[src/rtl/metronome_pkg.sv]
// Shared metronome types and defaults.
// Used by the sweep and the click stage.
package metronome_pkg;

  localparam int CLK_HZ       = 50_000_000;
  localparam int ACCENT_HALF  = 25_000;
  localparam int NORMAL_HALF  = 50_000;
  localparam int CLICK_CYCLES = 2_500_000;

  typedef logic [2:0] beat_idx_t;

  typedef enum logic {
    IDLE,
    CLICK
  } click_state_t;

  function automatic beat_idx_t idx_inc(
    input beat_idx_t i,
    input int        bpb
  );
    if (int'(i) >= bpb - 1) return '0;
    return i + 3'd1;
  endfunction

endpackage

[src/rtl/tone_divider.sv]
// Restartable square-wave divider.
// half_m1 is the half-period minus one.
module tone_divider #(
  parameter int HW = 16
) (
  input  logic          clock,
  input  logic          reset,
  input  logic          load,
  input  logic          clear,
  input  logic [HW-1:0] half_m1,
  output logic          wave
);

  logic          run_q,  run_d;
  logic          wave_q, wave_d;
  logic [HW-1:0] cnt_q,  cnt_d;

  always_comb begin
    run_d  = run_q;
    wave_d = wave_q;
    cnt_d  = cnt_q;
    if (load) begin
      run_d  = 1'b1;
      wave_d = 1'b1;
      cnt_d  = '0;
    end else if (clear) begin
      run_d  = 1'b0;
      wave_d = 1'b0;
      cnt_d  = '0;
    end else if (run_q) begin
      if (cnt_q == half_m1) begin
        cnt_d  = '0;
        wave_d = ~wave_q;
      end else begin
        cnt_d = cnt_q + HW'(1);
      end
    end
  end

  always_ff @(posedge clock or negedge reset) begin
    if (!reset) begin
      run_q  <= 1'b0;
      wave_q <= 1'b0;
      cnt_q  <= '0;
    end else begin
      run_q  <= run_d;
      wave_q <= wave_d;
      cnt_q  <= cnt_d;
    end
  end

  assign wave = wave_q;

endmodule

[src/rtl/beat_click.sv]
// Bar-aware gated click generator.
// Accent tone on beat 0, normal tone otherwise.
module beat_click #(
  parameter int BEATS_PER_BAR = 4,
  parameter int ACCENT_HALF   = metronome_pkg::ACCENT_HALF,
  parameter int NORMAL_HALF   = metronome_pkg::NORMAL_HALF,
  parameter int CLICK_CYCLES  = metronome_pkg::CLICK_CYCLES
) (
  input  logic       clock,
  input  logic       reset,
  input  logic       beat,
  input  logic       enable,
  input  logic       bar_restart,
  output logic       speaker,
  output logic [2:0] beat_index,
  output logic       busy
);

  import metronome_pkg::*;

  localparam int MAXH =
    (ACCENT_HALF > NORMAL_HALF) ? ACCENT_HALF : NORMAL_HALF;
  localparam int HW =
    (MAXH > 1) ? $clog2(MAXH) : 1;
  localparam int DW =
    (CLICK_CYCLES > 1) ? $clog2(CLICK_CYCLES) : 1;

  localparam logic [HW-1:0] ACC_T = HW'(ACCENT_HALF - 1);
  localparam logic [HW-1:0] NOR_T = HW'(NORMAL_HALF - 1);
  localparam logic [DW-1:0] DUR_T = DW'(CLICK_CYCLES - 1);

  click_state_t  state_q, state_d;
  logic [DW-1:0] dur_q,   dur_d;
  logic [HW-1:0] term_q,  term_d;
  beat_idx_t     nidx_q,  nidx_d;
  beat_idx_t     bidx_q,  bidx_d;
  beat_idx_t     take;
  logic          go;
  logic          load;
  logic          clear;

  // A restart in the same cycle as a beat makes that beat the accent.
  assign take = bar_restart ? '0 : nidx_q;
  assign go   = beat && enable;

  always_comb begin
    state_d = state_q;
    dur_d   = dur_q;
    term_d  = term_q;
    nidx_d  = nidx_q;
    bidx_d  = bidx_q;
    load    = 1'b0;
    clear   = 1'b0;
    if (go) begin
      state_d = CLICK;
      dur_d   = '0;
      term_d  = (take == '0) ? ACC_T : NOR_T;
      bidx_d  = take;
      nidx_d  = idx_inc(take, BEATS_PER_BAR);
      load    = 1'b1;
    end else begin
      if (bar_restart) nidx_d = '0;
      case (state_q)
        IDLE: ;
        CLICK: begin
          if (!enable || dur_q == DUR_T) begin
            state_d = IDLE;
            dur_d   = '0;
            clear   = 1'b1;
          end else begin
            dur_d = dur_q + DW'(1);
          end
        end
        default: state_d = IDLE;
      endcase
    end
  end

  always_ff @(posedge clock or negedge reset) begin
    if (!reset) begin
      state_q <= IDLE;
      dur_q   <= '0;
      term_q  <= ACC_T;
      nidx_q  <= '0;
      bidx_q  <= '0;
    end else begin
      state_q <= state_d;
      dur_q   <= dur_d;
      term_q  <= term_d;
      nidx_q  <= nidx_d;
      bidx_q  <= bidx_d;
    end
  end

  tone_divider #(
    .HW(HW)
  ) u_tone (
    .clock  (clock),
    .reset  (reset),
    .load   (load),
    .clear  (clear),
    .half_m1(term_q),
    .wave   (speaker)
  );

  assign busy       = (state_q == CLICK);
  assign beat_index = bidx_q;

endmodule

[config.mk]
export PLATFORM = sky130hd
export DESIGN_NAME = beat_click
export DESIGN_NICKNAME = d
export VERILOG_FILES = /design/src/rtl/metronome_pkg.sv /design/src/rtl/tone_divider.sv /design/src/rtl/beat_click.sv
export SDC_FILE = /design/constraint.sdc
export NUM_CORES = 1
export LEC_CHECK = 0
export CELL_PAD_IN_SITES_DETAIL_PLACEMENT = 1
export CELL_PAD_IN_SITES_GLOBAL_PLACEMENT = 1
export CORE_MARGIN = 2
export CORE_UTILIZATION = 42
export CTS_BUF_LIST = sky130_fd_sc_hd__clkbuf_4 sky130_fd_sc_hd__clkbuf_8
export CTS_CLUSTER_SIZE = 30
export DETAILED_ROUTE_END_ITERATION = 8
export HOLD_SLACK_MARGIN = 0.08
export PLACE_DENSITY_LB_ADDON = 0.1
export REMOVE_ABC_BUFFERS = 1
export SYNTH_ARGS = -nofsm -noshare
export SYNTH_HDL_FRONTEND = slang
export SYNTH_SLANG_ARGS = --single-unit
[constraint.sdc]
create_clock -name clock -period 5.3 [get_ports clock]
set_input_delay 0.53 -clock clock [delete_from_list [all_inputs] [get_ports clock]]
set_output_delay 0.53 -clock clock [all_outputs]
set_load 0.02 [all_outputs]
==> results of run 1 <==
worst max-delay path, cell delays in order, from the launching register on:
cell                      delay, ns
sky130_fd_sc_hd__dfrtp_1       0.72
sky130_fd_sc_hd__inv_1         0.27
sky130_fd_sc_hd__or4_4         0.61
sky130_fd_sc_hd__or3_1         0.35
sky130_fd_sc_hd__a31oi_1       0.16
logic make-up (layout without fill, tap and decap cells):
group / Yosys count / in the layout
simple gates: 145 / 145
compound gates: 67 / 67
flops: 49 / 49
buf+inv: 22 / 27
xor+xnor: 9 / 9
fa+ha+maj: 6 / 6
mux: 4 / 4
metal layers:
layer	part of all wire [%]	vias to the layer above	track usage [%]
met5	0	-	0
met4	0.76	0	4.762
met3	1.3	5	2.918
met2	45	14	30.04
met1	53	1132	29.71
li1	-	1128	-
cells in the mapped netlist, drive strengths merged:
cell	number	area, um^2
a21oi	15	78.83
nand3b	4	30.03
nor2b	1	6.260
nand4b	1	8.760
a41oi	4	35.03
o21ai	13	68.81
mux2i	3	30.03
nand3	24	132.6
ha	6	75.07
dfrtp	48	1201
nand4	10	62.56
a22o	5	43.79
nor2	19	71.32
and4	6	52.55
a211oi	1	12.51
or3	3	18.77
or4b	1	10.01
and3	4	25.02
o21a	1	7.510
clkbuf	8	31.28
dfstp	1	26.28
mux2	1	11.26
or4	2	22.52
nor4bb	1	10.01
nor3	3	26.28
a21boi	1	7.510
nor4	6	58.80
a31oi	24	150.1
inv	8	30.03
nor4b	3	32.53
o211ai	2	15.01
or2	1	6.260
nand2	42	157.7
o32ai	1	8.760
buf	6	36.28
xnor2	5	43.79
nand2b	12	75.07
or3b	1	8.760
and2	1	6.260
xor2	4	35.03
worst min-delay path by stage:
stage / slack [ns] / endpoint
after global placement: 0.47 / beat_index[2]
after floorplan: 0.23 / beat_index[0]
after CTS: 0.22 / dur_q[2]
final: 0.20 / dur_q[2]
after global routing: 0.23 / u_tone.cnt_q[1]
after detailed placement: 0.48 / term_q[13]
sequential cells by signal, summed over array words and instances, names as in the netlist:
signal,flops
nidx_q,3
beat_index,3
u_tone.cnt_q,16
term_q,2
busy,1
u_tone.run_q,1
u_tone.wave,1
dur_q,22
per-stage QoR:
step | hold WS, ns | utilization, % | cells | setup WS [ns] | total power, uW
floorplan | 0.2344 | - | 288 | 3.117 | 459.9
global placement | 0.4663 | 45.66 | 376 | 3.094 | 495.8
detailed placement | 0.4767 | 45.66 | 376 | 3.031 | 498.9
CTS | 0.2152 | 47.09 | 384 | 3.065 | 734.7
global route | 0.2313 | 47.09 | 384 | 2.838 | 759.3
finish | 0.1986 | 47.09 | 384 | 3.108 | 722.5
power breakdown:
part / switching [uW] / internal (uW)
logic: 49.3 / 30.1
registers: 20.8 / 389
clock network: 135 / 98.5
final cells by class:
cell class	count	area, um^2
Fill cell	726	3359
Multi-Input combinational cell	231	1445
Sequential cell	49	1227
Timing Repair Buffer	11	100.1
Tap cell	77	96.34
Clock buffer	6	76.32
Inverter	8	30.03
Clock inverter	2	15.01
==> metrics.md, run 1 <==
| Metric | Value |
|---|---|
| # hold bufs at CTS | `0` |
| Number of synthesized register bits | `a little under 50` |
| Worst clock skew | `0.008421 ns` |
| Die area | `around 0.0073 mm^2` |
| Clock tree from TritonCTS | `built` |
| Number of nets in the layout | `~320` |
| Lkg Pwr | `roughly 0.0012 uW` |
| Share of the synthesized area in compound gates (AO/OA/AOI/OAI) | `between 10% and 20%` |
| Die span in y | `85.22 um` |
| Main combinational cell family by area after synthesis | `simple AND/OR/NAND/NOR gates` |
| Max-slew headroom | `49.89%` |
| Timing endpoint of the critical path | `u_tone.cnt_q[14]` |
| Synthesized-area fraction occupied by xor and xnor cells | `under 10%` |
| Post CTS Setup Buffer Count | `0` |
| Run status | `complete, no violations` |
| Crit path max fanout | `20` |
| Antenna diode count | `0` |
| Vias in the first global route | `~2300` |
| Hold WC Path Type | `primary input to async pin` |
| Post-synthesis cell area | `approximately 0.0028 mm^2` |
| Reg2Reg Depth | `4` |
| Largest net degree at the start of global routing | `37` |
| Endpoints failing hold | `0` |
| Number of warnings issued by yosys | `0` |
| Worst-case vdd ir drop | `around 0.11 mV` |
| Std-Cell Rows | `29` |
| Total gr overflow | `0` |
| Root cell of the clock tree | `sky130_fd_sc_hd__clkbuf_8` |
| Type of origin of the critical path | `flop` |
| Max_cap viols | `0` |
| Standard cell core area | `0.006350 mm^2` |
| Number of endpoints failing setup at the final stage | `0` |
| Min cycle time layout | `2.192 ns` |
| CTS clk-pin slew, worst paths | `approximately 0.10 ns` |
| Clock tree buffer depth | `2` |
| Final cycle utilization of the critical path | `between 40% and 50%` |
| H-tree depth | `2` |
| Length of the first detailed-routing pass in iterations | `4` |
| Arrival time reported for the critical path endpoint | `about 2.4 ns` |
| Syn Area/Cell | `approximately 9.2 um^2` |
| DRC violations left | `0` |
| Most frequent standard cell in the layout excluding fill and tap cells | `sky130_fd_sc_hd__dfrtp_1` |
| Vias | `2279` |
| Synthesized netlist cell count | `between 300 and 400` |
| Layout overhead on the synthesized area | `7.949%` |
| Quantity of I/O buffers inserted on ports | `9` |
| Adder-cell share of the synthesized area | `under 10%` |
| Detailed placement HPWL | `between 4000 and 5000 um` |
| Residual antenna-violating net count after detailed routing | `0` |
| Power density cells | `241.6 mW/mm^2` |
| Synth Area in Simple Gates | `29.67%` |
| Required time reported for the critical path endpoint | `about 5.5 ns` |
| Transition time of the tightest slew-check pin | `approximately 0.75 ns` |
| Antenna violations before repair | `0` |
| Placement Cell Area | `roughly 0.0029 mm^2` |
| Clock buffers created by TritonCTS | `5` |
| Worst reg2reg setup slack | `between 3 and 4 ns` |
| Fraction of final layout cells with drive strength greater than 1 | `8.143%` |
| Number of sinks on the clock net | `49` |
| End of the worst register-to-register path | `u_tone.cnt_q[14]` |
| Max frequency | `456.3 MHz` |
| Total negative slack for setup checks | `0 ns` |
| First-pass GRT wire length | `11590 um` |
| Total GRT Usage | `19.76%` |
| Die span in x | `85.22 um` |
| Multiplexer share of the synthesized area | `1.491%` |
| CP Launch Point | `u_tone.run_q` |
| Critical setup path kind | `flop to flop` |
| RD Place Congestion | `0.7824` |
| Via density | `around 5.9` |
| Top library cells by usage in the layout, fill and taps aside | `48 x sky130_fd_sc_hd__dfrtp_1, 42 x sky130_fd_sc_hd__nand2_1, 24 x sky130_fd_sc_hd__a31oi_1` |
| Post-cts gate resize count | `0` |
| Top-level I/O count | `10` |
| Routed wire length | `6577 um` |
| Avg WL per Cell | `17.13 um` |
| Detailed Route Iter0 Violations | `100` |
| Number of distinct library cells after synthesis | `50` |
| Number of max-slew violations in the final report | `0` |
| Reg2Reg Launch Point | `u_tone.run_q` |
| Finished layout cell area | `0.002990 mm^2` |
| Setup repair after global routing missed its margin | `false` |
| Source-to-sink clock delay at the later pin of the worst-skew pair | `between 0.3 and 0.4 ns` |
| Initial cell density of the core | `about 44%` |
| Sort of element at the end of the critical path | `flop` |
| Sequential-to-total area share from yosys stat | `between 40% and 50%` |
Power figures use the tool's default switching activity.
==> run 2, diff against run 1 <==
- clock period: 5.3 -> 1.8 ns (I/O delays scaled with it)
==> run 2 against run 1 <==
Net effect:
- the flow now finishes with violations (negative setup slack)
- critical endpoint is now u_tone.cnt_q[6]
- sequential cell count is the same
- power increased to 3.4 times the previous value
- design area increased by 24%
- hold slack better by 0.15 ns
- critical path depth grew 1
- non-clock buffer count is 56 higher
- core utilization increased by 11 points
- register-to-register slack worse by 3.2 ns
==> metrics.md, run 2 (same netlist as run 1, synthesis figures left out) <==
| Metric | Value |
|---|---|
| Registers with the highest flip-flop counts | `dur_q x22, u_tone.cnt_q x16` |
| Worst-case vdd ir drop | `0.5119 mV (+350%)` |
| Run status | `finished with violations` |
| Clock tree from TritonCTS | `built` |
| Min cycle time layout | `1.902 ns (-0.2895 ns)` |
| DRC violations left | `0 (unchanged)` |
| Antenna violations before repair | `0 (unchanged)` |
| H-tree depth | `2 (unchanged)` |
| Total GRT Usage | `22.85% (+3.1 points)` |
| Failing checks | `negative setup slack` |
| Setup repair after global routing missed its margin | `true` |
| Required time reported for the critical path endpoint | `1.98 ns (-3.55 ns)` |
| Antenna diode count | `0 (unchanged)` |
| Max-slew headroom | `68.48% (+19 points)` |
| Type of origin of the critical path | `flop` |
| Clock buffers created by TritonCTS | `5 (unchanged)` |
| Sw Ratio | `26.54% (-1.8 points)` |
| Max reg flops | `22 (unchanged)` |
| Routed wire length | `8466 um (+29%)` |
| Number of sinks on the clock net | `49 (unchanged)` |
| Max_cap viols | `0 (unchanged)` |
| Area occupied by registers | `0.001229 mm^2 (+0.10%)` |
| Sort of element at the end of the critical path | `flop` |
| Top-level I/O count | `10 (unchanged)` |
| Clock tree buffer depth | `2 (unchanged)` |
| Vias | `2633 (+16%)` |
| Crit path max fanout | `6 (-70%)` |
| Via density | `5.971 (+0.60%)` |
| Psw | `642.3 uW (+210%)` |
| Logic pwr share | `16.1% (+5.1 points)` |
| Worst clock skew | `0.01026 ns (+0.001836 ns)` |
| Total negative slack for setup checks | `-0.8078 ns (-0.8078 ns)` |
| Internal Pwr Total | `1778 uW (+240%)` |
| Layout overhead on the synthesized area | `33.78%` |
| Endpoints failing hold | `0 (unchanged)` |
| Share of total power in sequential cells | `49.2% (-7.6 points)` |
| Fraction of final layout cells with drive strength greater than 1 | `27.47% (+19 points)` |
| RD Place Congestion | `0.8199 (+4.8%)` |
| Top library cells by usage in the layout, fill and taps aside | `47 x sky130_fd_sc_hd__dfrtp_1, 46 x sky130_fd_sc_hd__buf_4, 41 x sky130_fd_sc_hd__nand2_1` |
| Critical setup path kind | `flop to flop` |
| Initial cell density of the core | `43.63% (unchanged)` |
| Max frequency | `525.7 MHz (+15%)` |
| Residual antenna-violating net count after detailed routing | `0 (unchanged)` |
| Most frequent standard cell in the layout excluding fill and tap cells | `sky130_fd_sc_hd__dfrtp_1` |
| Final cycle utilization of the critical path | `105.7% (+64 points)` |
| Source-to-sink clock delay at the later pin of the worst-skew pair | `0.31 ns (about the same)` |
| Length of the first detailed-routing pass in iterations | `4 (unchanged)` |
| Number of endpoints failing setup at the final stage | `24 (+24)` |
| Avg WL per Cell | `19.20 um (+12%)` |
| Worst reg2reg setup slack | `-0.10 ns (-3.21 ns)` |
| Std-Cell Rows | `29 (unchanged)` |
| Root cell of the clock tree | `sky130_fd_sc_hd__clkbuf_8` |
| Number of max-slew violations in the final report | `0 (unchanged)` |
| Hold WC Path Type | `primary input to async pin` |
| Total gr overflow | `0 (unchanged)` |
| Count of filler cells inserted in the layout | `721 (-0.69%)` |
| Fraction of power consumed by the clock network | `34.7% (+2.4 points)` |
| Power density cells | `653.1 mW/mm^2 (+170%)` |
| Number of nets in the layout | `374 (+18%)` |
| Detailed Route Iter0 Violations | `131 (+31%)` |
| Register with the most flip-flops | `dur_q` |
| Die span in x | `85.22 um (unchanged)` |
| Die span in y | `85.22 um (unchanged)` |
| Largest net degree at the start of global routing | `32 (-14%)` |
| Multi-input gate area | `0.001582 mm^2 (+9.4%)` |
| Vias in the first global route | `2666 (+16%)` |
| Standard cell core area | `0.006350 mm^2 (unchanged)` |
| Quantity of I/O buffers inserted on ports | `9 (unchanged)` |
| Arrival time reported for the critical path endpoint | `2.08 ns (-0.34 ns)` |
| Transition time of the tightest slew-check pin | `0.4728 ns (-0.2731 ns)` |
| Total power of the final layout | `2421 uW (+240%)` |
| First-pass GRT wire length | `13350 um (+15%)` |
| Final worst-path setup slack | `-0.1021 ns (-3.211 ns)` |
| CTS clk-pin slew, worst paths | `0.10 ns (about the same)` |
| Die area | `0.007262 mm^2 (unchanged)` |
| Detailed placement HPWL | `5440 um (+20%)` |
| Lkg Pwr | `0.001586 uW (+32%)` |
[run 2: cell types whose count changed in the layout (fill, tap and decap cells not counted), sizes merged]
cell / previous run / this run
bufinv: 0 / 1
clkbuf: 6 / 9
buf: 3 / 55
clkinvlp: 2 / 1
or4: 2 / 3
dlygate4sd3: 0 / 1
[run 2: final timing paths]
path	end	start	cells after the start
setup / recovery	u_tone.cnt_q[6]	u_tone.cnt_q[9]	5
hold / removal	u_tone.cnt_q[14]	reset	2
setup reg to reg	u_tone.cnt_q[6]	u_tone.cnt_q[9]	5
hold reg to reg	term_q[13]	term_q[13]	2
max in group asynchronous	term_q[13]	reset	3
min in group clock	term_q[13]	term_q[13]	2
[run 2: metrics by stage]
| step | utilization, % | std cells | area (um^2) | hold slack [ns] | setup WS, ns |
|---|---|---|---|---|---|
| final | 58.36 | 441 | 3706 | 0.3485 | -0.1021 |
| after CTS | 54.46 | 431 | 3458 | 0.3689 | -0.1008 |
| after global placement | 51.84 | 420 | 3292 | 0.1558 | -0.005016 |
| after detailed placement | 51.84 | 420 | 3292 | 0.1638 | -0.09771 |
| after global routing | 58.36 | 441 | 3706 | 0.3767 | -0.1520 |
| after floorplan | - | 288 | 2703 | -0.1156 | -0.3829 |
[run 2: metal layers]
layer	track usage [%]	vias to the layer above	share of wire (%)
li1	-	1237	-
met1	31.63	1336	45
met2	37.78	50	51
met3	3.502	10	2.9
met4	5.628	0	1.4
met5	0	-	0
[run 2: layout make-up]
type,count,area share [%]
clock inverter,2,1.013
tap,77,2.600
timing repair buffer,67,17.52
clock buffer,6,2.228
sequential,49,33.15
inverter,8,0.8103
multi-input combinational,232,42.67
[run 2: repair_timing]
action / 4_1_cts / 5_1_grt
endpoints found under the setup margin: 12 / 24
cloned: 1 / 3
endpoints found under the hold margin: 18 / 0
hold buffers: 1 / 0
pin swaps: 10 / 13
buffers inserted: 1 / 7
gates resized for setup: 5 / 23
[run 2: critical path: stages, from the launching register on]
cell	delay (ns)
sky130_fd_sc_hd__dfrtp_1	0.47
sky130_fd_sc_hd__nor4_2	0.35
sky130_fd_sc_hd__mux2i_1	0.17
sky130_fd_sc_hd__or4_4	0.53
sky130_fd_sc_hd__nand3b_1	0.17
sky130_fd_sc_hd__a21oi_2	0.09
[run 2: power groups by stage]
stage | Clock [uW] | Combinational, uW | Sequential, uW
global route | 906 | 424 | 1200
finish | 841 | 390 | 1190
detailed placement | 0 | 339 | 1210
global placement | 0 | 328 | 1200
CTS | 861 | 353 | 1190
floorplan | 0 | 131 | 1220
==> run 3, diff against run 2 <==
- TNS_END_PERCENT: default -> 20
==> run 3 against run 2 <==
Net effect:
- the run still ends with negative setup slack left
- register-to-register slack about the same
- cell count down 2.0%
- die area unchanged
- first-iteration DRC count unchanged
- clock skew down 0.0014 ns
- critical endpoint unchanged
==> metrics.md, run 3 (same netlist as run 1, synthesis figures left out) <==
| Metric | Value |
|---|---|
| Run status | `finished with violations` |
| Failing checks | `negative setup slack` |
| Final worst-path setup slack | `-0.09814 ns (+0.003978 ns)` |
| Internal Pwr Total | `1757 uW (-1.2%)` |
| Die span in x | `85.22 um (unchanged)` |
| Final cycle utilization of the critical path | `105.5% (-0.22 points)` |
| H-tree depth | `2 (unchanged)` |
| Crit-path max cell delay | `0.65 ns (+0.12 ns)` |
| Reg2Reg Depth | `5 (unchanged)` |
| Registers with the highest flip-flop counts | `dur_q x22, u_tone.cnt_q x16` |
| Standard cell core area | `0.006350 mm^2 (unchanged)` |
| Total gr overflow | `0 (unchanged)` |
| Initial cell density of the core | `43.63% (unchanged)` |
| Hold WC Path Type | `primary input to async pin` |
| Worst reg2reg setup slack | `-0.1 ns (about the same)` |
| Number of nets in the layout | `365 (-2.4%)` |
| First-pass GRT wire length | `13240 um (-0.82%)` |
| RD Place Congestion | `0.8199 (unchanged)` |
| Logic pwr share | `15.0% (-1.1 points)` |
| Residual antenna-violating net count after detailed routing | `0 (unchanged)` |
| Fraction of power consumed by the clock network | `35.0% (+0.3 points)` |
| Max_cap viols | `0 (unchanged)` |
| Antenna diode count | `0 (unchanged)` |
| Clock tree from TritonCTS | `built` |
| Psw | `618.3 uW (-3.7%)` |
| Register with the most flip-flops | `dur_q` |
| Routed wire length | `7802 um (-7.8%)` |
| Vias in the first global route | `2642 (-0.90%)` |
| Most frequent standard cell in the layout excluding fill and tap cells | `sky130_fd_sc_hd__dfrtp_1` |
| Endpoints failing hold | `0 (unchanged)` |
| Share of total power in sequential cells | `50.0% (+0.8 points)` |
| Worst-case vdd ir drop | `0.5009 mV (-2.2%)` |
| Source-to-sink clock delay at the later pin of the worst-skew pair | `0.31 ns (about the same)` |
| Clock buffers created by TritonCTS | `5 (unchanged)` |
| Critical setup path kind | `flop to flop` |
| Sw Ratio | `26.03% (-0.51 points)` |
| Die area | `0.007262 mm^2 (unchanged)` |
| Total negative slack for setup checks | `-0.6366 ns (+0.1712 ns)` |
| Multi-input gate area | `0.001510 mm^2 (-4.5%)` |
| Length of the first detailed-routing pass in iterations | `4 (unchanged)` |
| Worst hold slack after final layout | `0.3510 ns (+0.002562 ns)` |
| Reg2Reg Launch Point | `u_tone.cnt_q[10]` |
| Number of sinks on the clock net | `49 (unchanged)` |
| Detailed Route Iter0 Violations | `131 (unchanged)` |
| Clock tree buffer depth | `2 (unchanged)` |
| Fraction of final layout cells with drive strength greater than 1 | `22.54% (-4.9 points)` |
| Die span in y | `85.22 um (unchanged)` |
| Critical path cell sequence | `nor4b_2 > o211ai_1 > or4_4 > nand3b_1 > a21oi_1` |
| Vias | `2538 (-3.6%)` |
| Lkg Pwr | `0.001499 uW (-5.5%)` |
| CP Launch Point | `u_tone.cnt_q[10]` |
| Transition time of the tightest slew-check pin | `0.4735 ns (+0.0007236 ns)` |
| Layout overhead on the synthesized area | `26.56%` |
| Number of max-slew violations in the final report | `0 (unchanged)` |
| Largest net degree at the start of global routing | `32 (unchanged)` |
| Crit path max fanout | `6 (unchanged)` |
| Number of endpoints failing setup at the final stage | `12 (-50%)` |
| Arrival time reported for the critical path endpoint | `2.08 ns (about the same)` |
| Type of origin of the critical path | `flop` |
| Slowest library cell on the worst path | `sky130_fd_sc_hd__or4_4` |
| Detailed placement HPWL | `5440 um (unchanged)` |
| Required time reported for the critical path endpoint | `1.98 ns (about the same)` |
| Top-level I/O count | `10 (unchanged)` |
| Setup repair after global routing missed its margin | `true` |
| Top library cells by usage in the layout, fill and taps aside | `48 x sky130_fd_sc_hd__dfrtp_1, 42 x sky130_fd_sc_hd__buf_4, 41 x sky130_fd_sc_hd__nand2_1` |
| Max frequency | `526.8 MHz (+0.21%)` |
| End of the worst register-to-register path | `u_tone.cnt_q[6]` |
| Std-Cell Rows | `29 (unchanged)` |
| Max reg flops | `22 (unchanged)` |
| Min cycle time layout | `1.898 ns (-0.003978 ns)` |
| Count of filler cells inserted in the layout | `726 (+0.69%)` |
| Total GRT Usage | `22.54% (-0.31 points)` |
| Root cell of the clock tree | `sky130_fd_sc_hd__clkbuf_8` |
| DRC violations left | `0 (unchanged)` |
| Timing endpoint of the critical path | `u_tone.cnt_q[6]` |
| Antenna violations before repair | `0 (unchanged)` |
| Via density | `5.875 (-1.6%)` |
| Max-slew headroom | `68.43% (about the same)` |
| Area occupied by registers | `0.001227 mm^2 (-0.10%)` |
| Avg WL per Cell | `18.06 um (-5.9%)` |
| Sort of element at the end of the critical path | `flop` |
| Quantity of I/O buffers inserted on ports | `9 (unchanged)` |
| CTS clk-pin slew, worst paths | `0.10 ns (about the same)` |
| Worst clock skew | `0.008825 ns (-0.001432 ns)` |
| Power density cells | `677.7 mW/mm^2 (+3.8%)` |
## run 3: stage by stage
step	instances	total power, uW	cell area (um^2)	worst slack (ns)	util (%)
after global placement	420	1532	3292	-0.005016	51.84
final	432	2376	3506	-0.09814	55.21
after CTS	431	2389	3441	-0.1008	54.19
after detailed placement	420	1547	3292	-0.09771	51.84
after global routing	432	2494	3506	-0.1474	55.21
after floorplan	288	1354	2703	-0.3829	-
## run 3: worst max-delay path: cells and delay by family, from the launching register on
family	cells	cell delay [ns]
and+or+nand+nor	3	1.11
DFF	1	0.40
AOI/OAI and AO/OA	2	0.27
## run 3: how the worst min path moves through the flow
stage                     startpoint          endpoint  slack [ns]  cells after the start
after floorplan                reset     beat_index[0]       -0.12                      0
after global placement         reset   u_tone.cnt_q[2]        0.16                      1
after detailed placement       reset   u_tone.cnt_q[2]        0.16                      1
after CTS                      reset   u_tone.cnt_q[2]        0.37                      2
after global routing           reset   u_tone.cnt_q[8]        0.38                      2
final                          reset  u_tone.cnt_q[14]        0.35                      2
## run 3: area by class of cell
| cell class | instances | area share (%) |
|---|---|---|
| Sequential cell | 49 | 35.01 |
| Multi-Input combinational cell | 232 | 43.08 |
| Clock inverter | 2 | 1.071 |
| Clock buffer | 6 | 2.355 |
| Inverter | 8 | 0.8565 |
| Tap cell | 77 | 2.748 |
| Timing Repair Buffer | 58 | 14.88 |
## run 3: layer usage
layer | up-vias | share of wire [%] | track usage [%]
li1 | 1218 | - | -
met1 | 1277 | 48 | 31.69
met2 | 34 | 48 | 37.22
met3 | 9 | 3.1 | 3.502
met4 | 0 | 1.2 | 4.473
met5 | - | 0 | 0
## run 3: power by group through the flow
stage	Combinational [uW]	Clock [uW]	Sequential, uW
after floorplan	131	0	1220
after global placement	328	0	1200
after detailed placement	339	0	1210
after CTS	342	861	1190
after global routing	391	907	1200
final	355	832	1190
## run 3: repair_timing
action	in CTS	in global routing
resized for setup	1	11
setup endpoints to repair	12	24
setup buffers	1	1
pin swaps	7	5
hold buffers	1	0
endpoints found under the hold margin	18	0
gates cloned	1	0
